[src/rtl/generic_fifo_sc.sv]
// Single-clock FIFO with registered read data, exact-count flags and
// programmable near-full/near-empty thresholds, each flag also offered as a flop output.
module generic_fifo_sc #(
  parameter int dw = 8,
  parameter int aw = 8,
  parameter int n  = 9
) (
  input  logic          clk,
  input  logic          rst,
  input  logic          clr,
  input  logic [dw-1:0] din,
  input  logic          we,
  input  logic          re,
  output logic [dw-1:0] dout,
  output logic          full,
  output logic          empty,
  output logic          full_r,
  output logic          empty_r,
  output logic          full_n,
  output logic          empty_n,
  output logic          full_n_r,
  output logic          empty_n_r,
  output logic [1:0]    level
);

  localparam int unsigned DepthI     = 1 << aw;
  localparam int unsigned FullNThrI  = DepthI - n + 1;
  localparam int unsigned EmptyNThrI = n;
  localparam int unsigned Q1I        = DepthI / 4;
  localparam int unsigned Q2I        = DepthI / 2;
  localparam int unsigned Q3I        = (3 * DepthI) / 4;

  localparam logic [aw:0] Depth     = DepthI[aw:0];
  localparam logic [aw:0] FullNThr  = FullNThrI[aw:0];
  localparam logic [aw:0] EmptyNThr = EmptyNThrI[aw:0];
  localparam logic [aw:0] Q1        = Q1I[aw:0];
  localparam logic [aw:0] Q2        = Q2I[aw:0];
  localparam logic [aw:0] Q3        = Q3I[aw:0];

  logic [dw-1:0] mem [DepthI];

  logic [aw-1:0] wp_q, wp_d;
  logic [aw-1:0] rp_q, rp_d;
  logic [aw:0]   cnt_q, cnt_d;
  logic [dw-1:0] dout_q;
  logic          full_r_q, empty_r_q, full_n_r_q, empty_n_r_q;
  logic          wr_en, rd_en;

  // clr wins over same-cycle requests, so neither pointer nor memory moves
  always_comb begin
    wr_en = we & ~full  & ~clr;
    rd_en = re & ~empty & ~clr;
    wp_d  = wp_q;
    rp_d  = rp_q;
    cnt_d = cnt_q;
    if (clr) begin
      wp_d  = '0;
      rp_d  = '0;
      cnt_d = '0;
    end else begin
      if (wr_en) wp_d = wp_q + aw'(1);
      if (rd_en) rp_d = rp_q + aw'(1);
      case ({wr_en, rd_en})
        2'b10:   cnt_d = cnt_q + (aw+1)'(1);
        2'b01:   cnt_d = cnt_q - (aw+1)'(1);
        default: cnt_d = cnt_q;
      endcase
    end
  end

  always_ff @(posedge clk) begin
    if (wr_en) mem[wp_q] <= din;
  end

  // Flop flag copies are computed from the next count so they match the
  // count-derived flags in the same cycle
  always_ff @(posedge clk or posedge rst) begin
    if (rst) begin
      wp_q        <= '0;
      rp_q        <= '0;
      cnt_q       <= '0;
      dout_q      <= '0;
      full_r_q    <= 1'b0;
      empty_r_q   <= 1'b1;
      full_n_r_q  <= 1'b0;
      empty_n_r_q <= 1'b1;
    end else begin
      wp_q        <= wp_d;
      rp_q        <= rp_d;
      cnt_q       <= cnt_d;
      if (rd_en) dout_q <= mem[rp_q];
      full_r_q    <= (cnt_d == Depth);
      empty_r_q   <= (cnt_d == '0);
      full_n_r_q  <= (cnt_d >= FullNThr);
      empty_n_r_q <= (cnt_d < EmptyNThr);
    end
  end

  always_comb begin
    level = 2'd0;
    if (cnt_q >= Q3)      level = 2'd3;
    else if (cnt_q >= Q2) level = 2'd2;
    else if (cnt_q >= Q1) level = 2'd1;
  end

  assign dout      = dout_q;
  assign full      = (cnt_q == Depth);
  assign empty     = (cnt_q == '0);
  assign full_n    = (cnt_q >= FullNThr);
  assign empty_n   = (cnt_q < EmptyNThr);
  assign full_r    = full_r_q;
  assign empty_r   = empty_r_q;
  assign full_n_r  = full_n_r_q;
  assign empty_n_r = empty_n_r_q;

endmodule

[config.mk]
export PLATFORM = sky130hd
export DESIGN_NAME = generic_fifo_sc
export DESIGN_NICKNAME = d
export VERILOG_FILES = /design/src/rtl/generic_fifo_sc.sv
export SDC_FILE = /design/constraint.sdc
export NUM_CORES = 2
export LEC_CHECK = 0
export ABC_AREA = 1
export CORE_ASPECT_RATIO = 0.75
export CORE_MARGIN = 8
export CORE_UTILIZATION = 30
export CTS_BUF_LIST = sky130_fd_sc_hd__clkbuf_4 sky130_fd_sc_hd__clkbuf_8 sky130_fd_sc_hd__clkbuf_16
export CTS_CLUSTER_DIAMETER = 150
export DETAILED_ROUTE_END_ITERATION = 7
export PLACE_DENSITY_LB_ADDON = 0.1
export REMOVE_ABC_BUFFERS = 1
export SLEW_MARGIN = 30
export SYNTH_ARGS = -nofsm -noshare
export SYNTH_HDL_FRONTEND = slang
export SYNTH_SLANG_ARGS = --single-unit
export TNS_END_PERCENT = 10
[constraint.sdc]
create_clock -name clk -period 8.5 [get_ports clk]
set_clock_uncertainty 0.2 [all_clocks]
set_input_delay 1.275 -clock clk [delete_from_list [all_inputs] [get_ports clk]]
set_output_delay 1.275 -clock clk [all_outputs]
set_load 0.02 [all_outputs]
==> impl_metrics.json <==
{
  "status": "finished clean",
  "viasPerCell": 4.95,
  "synthesis.area_um2": 85000,
  "ant_nets": 0,
  "syn_avg_cell_area_um2": 11.5,
  "crit_start": "rp_q[2]",
  "first_iter_violations": 5497,
  "synth_ff_type": "edfxtp_1",
  "finalInstanceArea_um2": 95900,
  "post-route-drc-count": 0,
  "clockBufferDepth": 4,
  "setup_viol": 0,
  "final_cell_mix": "nand2_1, edfxtp_1, nand3_1",
  "cts_htree_levels": 4,
  "cts_hold_buf": 0,
  "cts_buffers": 219,
  "die-area_um2": 301000,
  "dpl_worst_slack_ns": 3.08,
  "leakagePower_nw": 33.7,
  "critPathSlowestCell": "dfrtp_2",
  "ios": 31,
  "r2r-end": "dout[7]",
  "crit_top_cell": "nand3_1",
  "start_util_pct": 30.1,
  "hold_path.startpoint": "dout[1]",
  "dieWidth_um": 631,
  "postSynthCellCount": 7391,
  "worst_slack_ns": 3.82,
  "cts.sinks": 2085,
  "post_dp_cell_area_um2": 89100,
  "track_usage_pct": 18.6,
  "end_kind": "register",
  "drv_cap": 0,
  "powerDensity_nw_per_um2": 249,
  "endpoint": "dout[7]",
  "synth_xor_area_share_pct": 0.0412,
  "worst_setup_path_start_kind": "register",
  "finalWirelength_mm": 289,
  "cts_setup_buffers": 0,
  "cp.arrival_ns": 5.30,
  "clock_latency_ns": 0.87,
  "critPathKind": "reg -> reg",
  "slew_viol_final": 0,
  "ys_seq_elements": 2085,
  "required_ns": 9.12,
  "gp_congestion": 0.815,
  "ys_seq_area_share_pct": 73.4,
  "die_h_um": 477,
  "finish.net_count": 7304,
  "cp_num_cells": 11,
  "clockRootBuffer": "clkbuf_16",
  "grt_pass1_wl_mm": 411,
  "rsz0062_at_grt": "false",
  "numPortBuffers": 30,
  "path_cells": "nand2_2, inv_8, buf_12, nand2_1, nand3_1, nand3_1, nand3_1, nand3_1, nand3_1, nand3_1, nand2_1",
  "slew_headroom_pct": 33.6,
  "vias": 55500,
  "path_delay_family": "simple AND/OR/NAND/NOR gates",
  "tns_ns": 0,
  "hold_viol": 0,
  "hold_ws_ns": 0.388,
  "num_rows": 169,
  "crit_fanout": 120,
  "area_delta_synth_final_pct": 12.8,
  "fmax_mhz": 214,
  "worst_slew_pin_slew_ns": 0.993,
  "place_hpwl_mm": 166,
  "fillers": 28300,
  "hp-class": "reg -> reg",
  "post_drt_wl_per_cell_um": 25.8,
  "synthMuxAreaShare_pct": 0,
  "cts.clk_slew.worst_paths_ns": 0.07,
  "synthAdderAreaFrac_pct": 0.215,
  "reg2reg_depth": 11,
  "synth_cell_types": 35,
  "max_stage_delay_ns": 0.96,
  "finalPower_mw": 23.9,
  "synth_compound_area_share_pct": 1.80,
  "period_minus_slack_ns": 4.68,
  "grt_pass1_vias": 55000,
  "drive_gt1_share_pct": 6.43,
  "cts_resized": 0,
  "synth-simple-area-share_pct": 21.9,
  "reg2reg_slack_ns": 3.82,
  "synth_warnings": 0,
  "vdd_drop_max_mv": 0.208,
  "finalCritPeriodShare_pct": 55.0,
  "antenna_found_initial": 12,
  "grt_max_degree": 195,
  "synth-edff-count": 2048,
  "fp.coreArea_um2": 282000,
  "overflow": 0,
  "crit_buf_inv": 2,
  "drt_pass1_iterations": 6,
  "cts_tree": "built",
  "reg2reg_from": "rp_q[2]",
  "synth_top_family_by_area": "simple AND/OR/NAND/NOR gates",
  "final_common_cell": "nand2_1",
  "ys_async_sr_fraction_pct": 1.77
}
power by group:
group / internal, mW / leakage (nW) / switching, mW
Sequential: 11.3 / 18.9 / 0.0664
Combinational: 0.738 / 11.4 / 2.39
Clock: 5.29 / 3.43 / 4.10
Total: 17.4 / 33.7 / 6.55
kinds of logic (layout without fill, tap and decap cells):
kind of cell	Yosys count	after routing
AND/OR/NAND/NOR	4484	4484
flip-flops	2085	2085
buffers and inverters	508	562
AO/OA/AOI/OAI	296	296
adder cells (fa/ha/maj)	14	14
XOR/XNOR	4	4
other	0	1
how the worst min path moves through the flow:
stage                    end  cells after the start  slack (ns)
floorplan           cnt_q[0]                      1        0.33
global placement     wp_q[7]                      2        0.37
detailed placement   wp_q[7]                      2        0.38
CTS                  wp_q[7]                      2        0.39
global route         dout[3]                      2        0.42
finish               dout[1]                      2        0.39
flip-flops by register name, indices dropped and copies added (netlist names):
| name | flops |
|---|---|
| mem | 2048 |
| cnt_q | 9 |
| dout | 8 |
| rp_q | 8 |
| wp_q | 8 |
| empty_n_r | 1 |
| empty_r | 1 |
| full_n_r | 1 |
| full_r | 1 |
synthesized netlist by cell type, types with 2 or more instances:
| cell | number | area share [%] |
|---|---|---|
| buf_1 | 43 | 0.19 |
| a21oi_1 | 258 | 1.5 |
| ha_1 | 13 | 0.19 |
| inv_1 | 38 | 0.17 |
| o22ai_1 | 2 | 0.015 |
| xnor2_1 | 3 | 0.031 |
| nor2_1 | 289 | 1.3 |
| buf_4 | 15 | 0.13 |
| dfstp_2 | 2 | 0.062 |
| nand2_1 | 2841 | 13 |
| o211ai_1 | 8 | 0.071 |
| clkbuf_1 | 195 | 0.86 |
| o21ai_0 | 16 | 0.094 |
| edfxtp_1 | 2048 | 72 |
| nor3_1 | 10 | 0.059 |
| a21boi_0 | 7 | 0.062 |
| o21ai_1 | 2 | 0.012 |
| nand4_2 | 7 | 0.10 |
| nand3_1 | 1321 | 7.8 |
| clkinv_1 | 5 | 0.022 |
| buf_2 | 208 | 1.2 |
| inv_2 | 3 | 0.013 |
| or2_2 | 2 | 0.015 |
| dfrtp_1 | 35 | 1.0 |
| nand4_1 | 10 | 0.074 |
worst register-to-register path, cell delays in order (launching register included):
cell and delay [ns]:
dfrtp_2 0.96, nand2_2 0.61, inv_8 0.73, buf_12 0.51, nand2_1 0.32, nand3_1 0.16
nand3_1 0.39, nand3_1 0.24, nand3_1 0.09, nand3_1 0.23, nand3_1 0.12, nand2_1 0.09
routing by layer:
layer	part of all wire, %	global-route usage, %	up-vias
li1	-	-	25500
met1	48	28.2	28000
met2	43	27.8	1629
met3	6.2	3.23	317
met4	2.2	4.12	0
met5	0	0	-
cell type report:
cell class | count | area, µm² | share of cell area, %
flip-flops and latches | 2085 | 62400 | 65.1
multi-input cells | 4798 | 20400 | 21.3
clock buffers | 278 | 6030 | 6.29
well taps | 3762 | 4710 | 4.91
repair buffers | 126 | 1300 | 1.36
clock inverters | 111 | 782 | 0.815
inverters | 47 | 220 | 0.230
diodes | 1 | 2.50 | 0.00261
stage by stage:
step                      util [%]  instances
final                         34.0      11200
after CTS                     34.0      11200
after floorplan                  -       6930
after global placement        31.6      10800
after global routing          34.0      11200
after detailed placement      31.6      10800
No activity file was read; power rests on OpenSTA's default activity.
